<file path="config.mk">
export PLATFORM = sky130hd
export DESIGN_NAME = brq_hpm_counter_bank
export DESIGN_NICKNAME = d
export VERILOG_FILES = /design/src/rtl/brq_pkg.sv /design/src/rtl/brq_hpm_counter.sv /design/src/rtl/brq_hpm_counter_bank.sv
export SDC_FILE = /design/constraint.sdc
export NUM_CORES = 2
export LEC_CHECK = 0
export ABC_AREA = 1
export CAP_MARGIN = 20
export CORE_AREA = 8 8 357 325
export DETAILED_ROUTE_END_ITERATION = 8
export DIE_AREA = 0 0 365 333
export PLACE_DENSITY = 0.54
export SLEW_MARGIN = 20
export SYNTH_ARGS = -nofsm -noshare
export SYNTH_HDL_FRONTEND = slang
export SYNTH_HIERARCHICAL = 1
export SYNTH_SLANG_ARGS = --single-unit
</file>
<file path="constraint.sdc">
create_clock -name clk_i -period 8.1 [get_ports clk_i]
set_clock_uncertainty 0.1 [all_clocks]
set_input_delay 2.025 -clock clk_i [delete_from_list [all_inputs] [get_ports clk_i]]
set_output_delay 2.025 -clock clk_i [all_outputs]
set_load 0.03 [all_outputs]
</file>
<file path="src/rtl/brq_pkg.sv">
// Shared constants and CSR address map for the BRQ hardware performance monitor.
package brq_pkg;

   localparam int unsigned HPM_FIRST_IDX    = 3;
   localparam int unsigned HPM_MAX_COUNTERS = 29;
   localparam int unsigned HPM_MAX_WIDTH    = 64;

   typedef enum logic [11:0] {
      CSR_MCOUNTINHIBIT  = 12'h320,
      CSR_MHPMEVENT3     = 12'h323,
      CSR_MHPMEVENT31    = 12'h33F,
      CSR_MHPMCOUNTER3   = 12'hB03,
      CSR_MHPMCOUNTER31  = 12'hB1F,
      CSR_MHPMCOUNTER3H  = 12'hB83,
      CSR_MHPMCOUNTER31H = 12'hB9F
   } csr_num_e;

   // True when addr lies in the inclusive range [first, last] of the CSR map.
   function automatic logic csrInRange(input logic [11:0] addr, input csr_num_e first,
                                       input csr_num_e last);
      return (addr >= first) && (addr <= last);
   endfunction

endpackage

</file>
<file path="src/rtl/brq_hpm_counter.sv">
// One width-parametrised HPM counter with half-word CSR writes, single-step
// increment and a sticky wrap flag.
module brq_hpm_counter
   import brq_pkg::*;
#(
   parameter int unsigned Width = 40
) (
   input  logic             clk_i,
   input  logic             rst_ni,
   input  logic             inc_i,
   input  logic             we_lo_i,
   input  logic             we_hi_i,
   input  logic [31:0]      wdata_i,
   output logic [Width-1:0] count_o,
   output logic             ovf_o
);

   if ((Width < 1) || (Width > HPM_MAX_WIDTH)) begin : gen_bad_width
      $fatal(1, "brq_hpm_counter: Width must be 1..64");
   end

   logic [Width-1:0] count_q, count_d;
   logic             ovf_q, ovf_d;
   logic [Width:0]   sum;

   // A software write beats the increment and clears the flag; otherwise a
   // single full-width add lets the carry ripple across the 32-bit halves.
   always_comb begin
      count_d = count_q;
      ovf_d   = ovf_q;
      sum     = {1'b0, count_q} + {{Width{1'b0}}, 1'b1};
      if (we_lo_i || we_hi_i) begin
         for (int b = 0; b < Width; b++) begin
            if ((b < 32) ? we_lo_i : we_hi_i) begin
               count_d[b] = wdata_i[b % 32];
            end
         end
         ovf_d = 1'b0;
      end else if (inc_i) begin
         count_d = sum[Width-1:0];
         if (sum[Width]) begin
            ovf_d = 1'b1;
         end
      end
   end

   // Counter and overflow state, cleared by the synchronous reset.
   always_ff @(posedge clk_i) begin
      if (!rst_ni) begin
         count_q <= '0;
         ovf_q   <= 1'b0;
      end else begin
         count_q <= count_d;
         ovf_q   <= ovf_d;
      end
   end

   assign count_o = count_q;
   assign ovf_o   = ovf_q;

endmodule

</file>
<file path="src/rtl/brq_hpm_counter_bank.sv">
// Bank of machine-mode HPM counters 3..3+NumCounters-1 with event selectors,
// inhibit bits, CSR read/write access and an overflow interrupt.
module brq_hpm_counter_bank
   import brq_pkg::*;
#(
   parameter int unsigned NumCounters  = 10,
   parameter int unsigned CounterWidth = 40,
   parameter int unsigned NumEvents    = 16,
   localparam int unsigned OvfWidth    = (NumCounters > 0) ? NumCounters : 1
) (
   input  logic                 clk_i,
   input  logic                 rst_ni,
   input  logic [NumEvents-1:0] events_i,
   input  logic [11:0]          csr_addr_i,
   input  logic                 csr_we_i,
   input  logic [31:0]          csr_wdata_i,
   output logic [31:0]          csr_rdata_o,
   output logic                 csr_hit_o,
   output logic [OvfWidth-1:0]  ovf_o,
   output logic                 irq_o
);

   if (NumCounters > HPM_MAX_COUNTERS) begin : gen_bad_count
      $fatal(1, "brq_hpm_counter_bank: NumCounters must be 0..29");
   end
   if ((CounterWidth < 1) || (CounterWidth > HPM_MAX_WIDTH)) begin : gen_bad_width
      $fatal(1, "brq_hpm_counter_bank: CounterWidth must be 1..64");
   end
   if ((NumEvents < 1) || (NumEvents > 32)) begin : gen_bad_events
      $fatal(1, "brq_hpm_counter_bank: NumEvents must be 1..32");
   end

   logic [OvfWidth-1:0]     inhibit_q, inhibit_d;
   logic [NumEvents-1:0]    mask_q [OvfWidth];
   logic [NumEvents-1:0]    mask_d [OvfWidth];
   logic [CounterWidth-1:0] count [OvfWidth];
   logic [OvfWidth-1:0]     incr, weLo, weHi, ovf;
   logic                    isInhibit, isEvent, isCntLo, isCntHi;
   int                      selIdx;

   // Classify the address; the low five bits give the CSR index k.
   always_comb begin
      isInhibit = (csr_addr_i == CSR_MCOUNTINHIBIT);
      isEvent   = csrInRange(csr_addr_i, CSR_MHPMEVENT3, CSR_MHPMEVENT31);
      isCntLo   = csrInRange(csr_addr_i, CSR_MHPMCOUNTER3, CSR_MHPMCOUNTER31);
      isCntHi   = csrInRange(csr_addr_i, CSR_MHPMCOUNTER3H, CSR_MHPMCOUNTER31H);
      selIdx    = int'(csr_addr_i[4:0]) - int'(HPM_FIRST_IDX);
      csr_hit_o = isInhibit | isEvent | isCntLo | isCntHi;
   end

   // Write decode: only implemented counters respond, others silently drop.
   always_comb begin
      inhibit_d = inhibit_q;
      mask_d    = mask_q;
      weLo      = '0;
      weHi      = '0;
      for (int j = 0; j < NumCounters; j++) begin
         if (csr_we_i && isInhibit) begin
            inhibit_d[j] = csr_wdata_i[HPM_FIRST_IDX + j];
         end
         if (selIdx == j) begin
            if (csr_we_i && isEvent) begin
               mask_d[j] = csr_wdata_i[NumEvents-1:0];
            end
            weLo[j] = csr_we_i && isCntLo;
            weHi[j] = csr_we_i && isCntHi;
         end
      end
   end

   // Increment requests use the registered inhibit and mask, so a write to
   // either only takes effect from the following cycle.
   always_comb begin
      incr = '0;
      for (int j = 0; j < NumCounters; j++) begin
         incr[j] = !inhibit_q[j] && (|(mask_q[j] & events_i));
      end
   end

   // Inhibit bits and event selectors.
   always_ff @(posedge clk_i) begin
      if (!rst_ni) begin
         inhibit_q <= '0;
         mask_q    <= '{default: '0};
      end else begin
         inhibit_q <= inhibit_d;
         mask_q    <= mask_d;
      end
   end

   // Read mux: unimplemented bits and unimplemented indices return zero.
   always_comb begin
      csr_rdata_o = '0;
      for (int j = 0; j < NumCounters; j++) begin
         if (isInhibit) begin
            csr_rdata_o[HPM_FIRST_IDX + j] = inhibit_q[j];
         end
         if (selIdx == j) begin
            if (isEvent) begin
               for (int e = 0; e < NumEvents; e++) begin
                  csr_rdata_o[e] = mask_q[j][e];
               end
            end
            if (isCntLo) begin
               for (int b = 0; (b < CounterWidth) && (b < 32); b++) begin
                  csr_rdata_o[b] = count[j][b];
               end
            end
            if (isCntHi) begin
               for (int b = 32; b < CounterWidth; b++) begin
                  csr_rdata_o[b-32] = count[j][b];
               end
            end
         end
      end
   end

   for (genvar g = 0; g < OvfWidth; g++) begin : gen_cnt
      if (g < NumCounters) begin : gen_impl
         brq_hpm_counter #(
            .Width (CounterWidth)
         ) u_counter (
            .clk_i   (clk_i),
            .rst_ni  (rst_ni),
            .inc_i   (incr[g]),
            .we_lo_i (weLo[g]),
            .we_hi_i (weHi[g]),
            .wdata_i (csr_wdata_i),
            .count_o (count[g]),
            .ovf_o   (ovf[g])
         );
      end else begin : gen_none
         assign count[g] = '0;
         assign ovf[g]   = 1'b0;
      end
   end

   assign ovf_o = ovf;
   assign irq_o = |ovf;

endmodule

</file>
==> qor.yml <==
synth:
  yosys_warnings: 6
  ys_seq_area_frac: 0.266
  synth_fa_ha_area_frac: 0.00287
  synth_edf_count: 0
  synth-xor-area-share: 0.00583
  synthSimpleGateAreaFrac: 0.407
  synth.area.mux_share: 0.000459
  ys.flop_type: "dfxtp_1"
  ys_types: 57
  synth_top_family_by_area: "simple AND/OR/NAND/NOR gates"
  postSynth.asyncResetShare: 0
  syn-cell-area_sq_um: 43600
  synth_compound_area_frac: 0.231
  ys_seq_elements: 580
  syn_avg_cell_area_sq_um: 5.86
  syn_inst: 7439
  syn_nets: 7512
setup_path:
  cp_max_fo: 23
  required_ns: 5.98
  start_kind: "primary input"
  path_class: "in2out"
  cp-end-kind: "output port"
  arrival_ns: 6.02
  r2r_cells: 12
power_and_ir_drop:
  ir_drop_mv: 0.152
  power.total_uw: 6850
  leakagePower_uw: 0.0182
  p_per_area_nw_per_um2: 141
routing:
  dr_wl_met2_mm: 94.4
  wl_met1_mm: 99.7
  ant_nets: 0
  first_pass_iters: 9
  routed.top_layer: "met5"
  drt-total-wl_mm: 240
  vias_per_cell: 6.03
  wl_per_cell_microns: 26.6
  routed-wl-met3_mm: 31.8
  num_vias: 54200
  drc_errors: 10
  drt_iter0_drc: 8772
timing:
  worst_slack_ns: -0.0422
  slew_viol_final: 0
  relSlewSlack: 0.111
  setup_violations: 1
  fmax_mhz: 123
  tightestPinTransition_ns: 1.33
  post-route-period-util: 1.01
  rsz0062_at_grt: "false"
  fin_tns_setup_ns: -0.0422
  hold_viol: 0
  layout_min_cycle_time_ns: 8.14
global_route:
  grt_overflow: 0
  grt_pass1_vias: 46400
  grt_pass1_wl_mm: 337
  grt_use_total: 0.373
  grt_max_degree: 91
  antenna_found_initial: 20
worst_hold_path:
  hold_path_class: "reg2reg"
  holdPathStages: 2
clock_network:
  cts_root_buffer: "clkbuf_16"
  cts-htree-levels: 3
  clk_pin_slew_ns: 0.06
  clock_latency_ns: 0.67
  cts_max_path_buffers: 3
  cts_buffers: 74
  cts_tree: "built"
  cts_sinks: 580
final_layout:
  fin_nets: 7516
  drive_above_1_share: 0.0821
  mostFrequentLayoutCells: "2011 x nand2_1, 1126 x nor2_1, 807 x a21oi_1, 658 x o21ai_0, 580 x dfxtp_1"
  fin_area_sq_um: 48600
  n_fill_cell: 12100
  instances_no_fill: 8993
  area_growth_pct: 11.6
  final_common_cell: "nand2_1"
place:
  place_congestion: 1.02
  postPlaceCellArea_sq_um: 46100
  placedCellCount: 8841
  dp_hpwl_mm: 171
  port_buffers: 106
floorplan:
  io_pins: 107
  die-area_sq_um: 122000
  die_h_microns: 333
  chipWidth_microns: 365
  placementRows: 116
  core_area_sq_um: 110000
  initial_core_util: 0.396
status:
  status: "finished with violations"
  violations: "DRC, setup timing"
run:
  cap_violations: 0
-- flip-flops by register name (all words and copies together) (netlist names) --
signal / cells
inhibit_q: 10
mask_q: 160
gen_cnt.gen_impl.u_counter/ovf_o: 10
gen_cnt.gen_impl.u_counter/count_o: 400
-- worst max-delay path, cell delays in order --
cell and delay, ns:
clkdlybuf4s50_1 0.68, nand2_4 0.13, nor2_1 0.21, nand2_1 0.20
inv_2 0.38, a21oi_1 0.12, o21ai_0 0.72, a21oi_1 0.33
a31oi_1 0.59, o221ai_1 0.29, nand2_1 0.15, buf_4 0.17
-- cell families after synthesis --
group | Yosys count
AO/OA/AOI/OAI | 1830
AND/OR/NAND/NOR | 4092
flip-flops | 580
adder cells (fa/ha/maj) | 10
XOR/XNOR | 29
multiplexers | 2
buffers and inverters | 896
-- per-stage QoR --
| step | hold WS, ns | util | setup WS, ns |
|---|---|---|---|
| after floorplan | 0.339 | - | 1.86 |
| after global placement | 0.355 | 0.419 | 0.110 |
| after detailed placement | 0.360 | 0.419 | 0.0506 |
| after CTS | 0.368 | 0.441 | 0.0550 |
| after global routing | 0.389 | 0.442 | 0.0174 |
| final | 0.370 | 0.442 | -0.0422 |
-- cells in the mapped netlist (all sizes together), types with 2 or more instances --
cell,instances,area [sq um]
o22ai,37,231
nand2,2047,7850
a221oi,48,420
o2111ai,3,26.3
clkinv,2,7.51
a41oi,6,52.6
mux2i,2,20.0
nor2,1224,5160
a22o,10,87.6
xnor2,28,245
o221ai,21,184
nor4,8,80.1
nand4,89,563
nand3,506,2540
o21bai,58,435
or2,116,726
ha,10,125
nand3b,72,541
buf,192,1140
a31oi,31,194
o221a,2,22.5
a211oi,8,70.1
inv,555,2080
o21ai,696,3490
nor3,29,245
dfxtp,580,11600
o211ai,89,683
a21oi,817,4130
clkbuf,147,554
-- power breakdown --
| group | switching [uW] | total [uW] | internal [uW] |
|---|---|---|---|
| clock | 1470 | 3540 | 2070 |
| combinational | 361 | 452 | 91.6 |
| sequential | 2.45 | 2860 | 2850 |
| total | 1830 | 6850 | 5020 |
-- path summary, 6_finish.rpt --
path / slack (ns) / startpoint / to
setup / recovery: -0.04 / csr_addr_i[1] / csr_rdata_o[27]
hold / removal: 0.37 / mask_q[88]$_SDFFE_PN0P_ / mask_q[88]$_SDFFE_PN0P_
setup reg to reg: 4.94 / mask_q[58]$_SDFFE_PN0P_ / gen_cnt[6].gen_impl.u_counter/count_o[14]$_SDFFE_PN0P_
hold reg to reg: 0.37 / mask_q[88]$_SDFFE_PN0P_ / mask_q[88]$_SDFFE_PN0P_
-- layout make-up --
class	count	area [sq um]	share of cell area
clock inverter	27	382	0.00785
tap	1475	1850	0.0380
timing repair buffer	267	2320	0.0477
antenna	15	37.5	0.000772
multi-input combinational	5963	28200	0.580
inverter	557	2090	0.0431
clock buffer	109	2110	0.0435
sequential	580	11600	0.239
-- per-layer routing --
metal	track usage	vias up
met1	0.531	25300
met5	0	-
met4	0.177	6
li1	-	24700
met3	0.0964	589
met2	0.517	3629
-- repair_timing --
| item | 4_1_cts | 5_1_grt |
|---|---|---|
| endpoints found under the setup margin | 1 | 5 |
| hold endpoints to repair | 0 | 0 |
| hold buffers | 0 | 0 |
| gates resized for setup | 1 | 6 |
| setup buffers | 0 | 1 |
| pin swaps | 0 | 2 |
No activity file was read; power rests on OpenSTA's default activity.
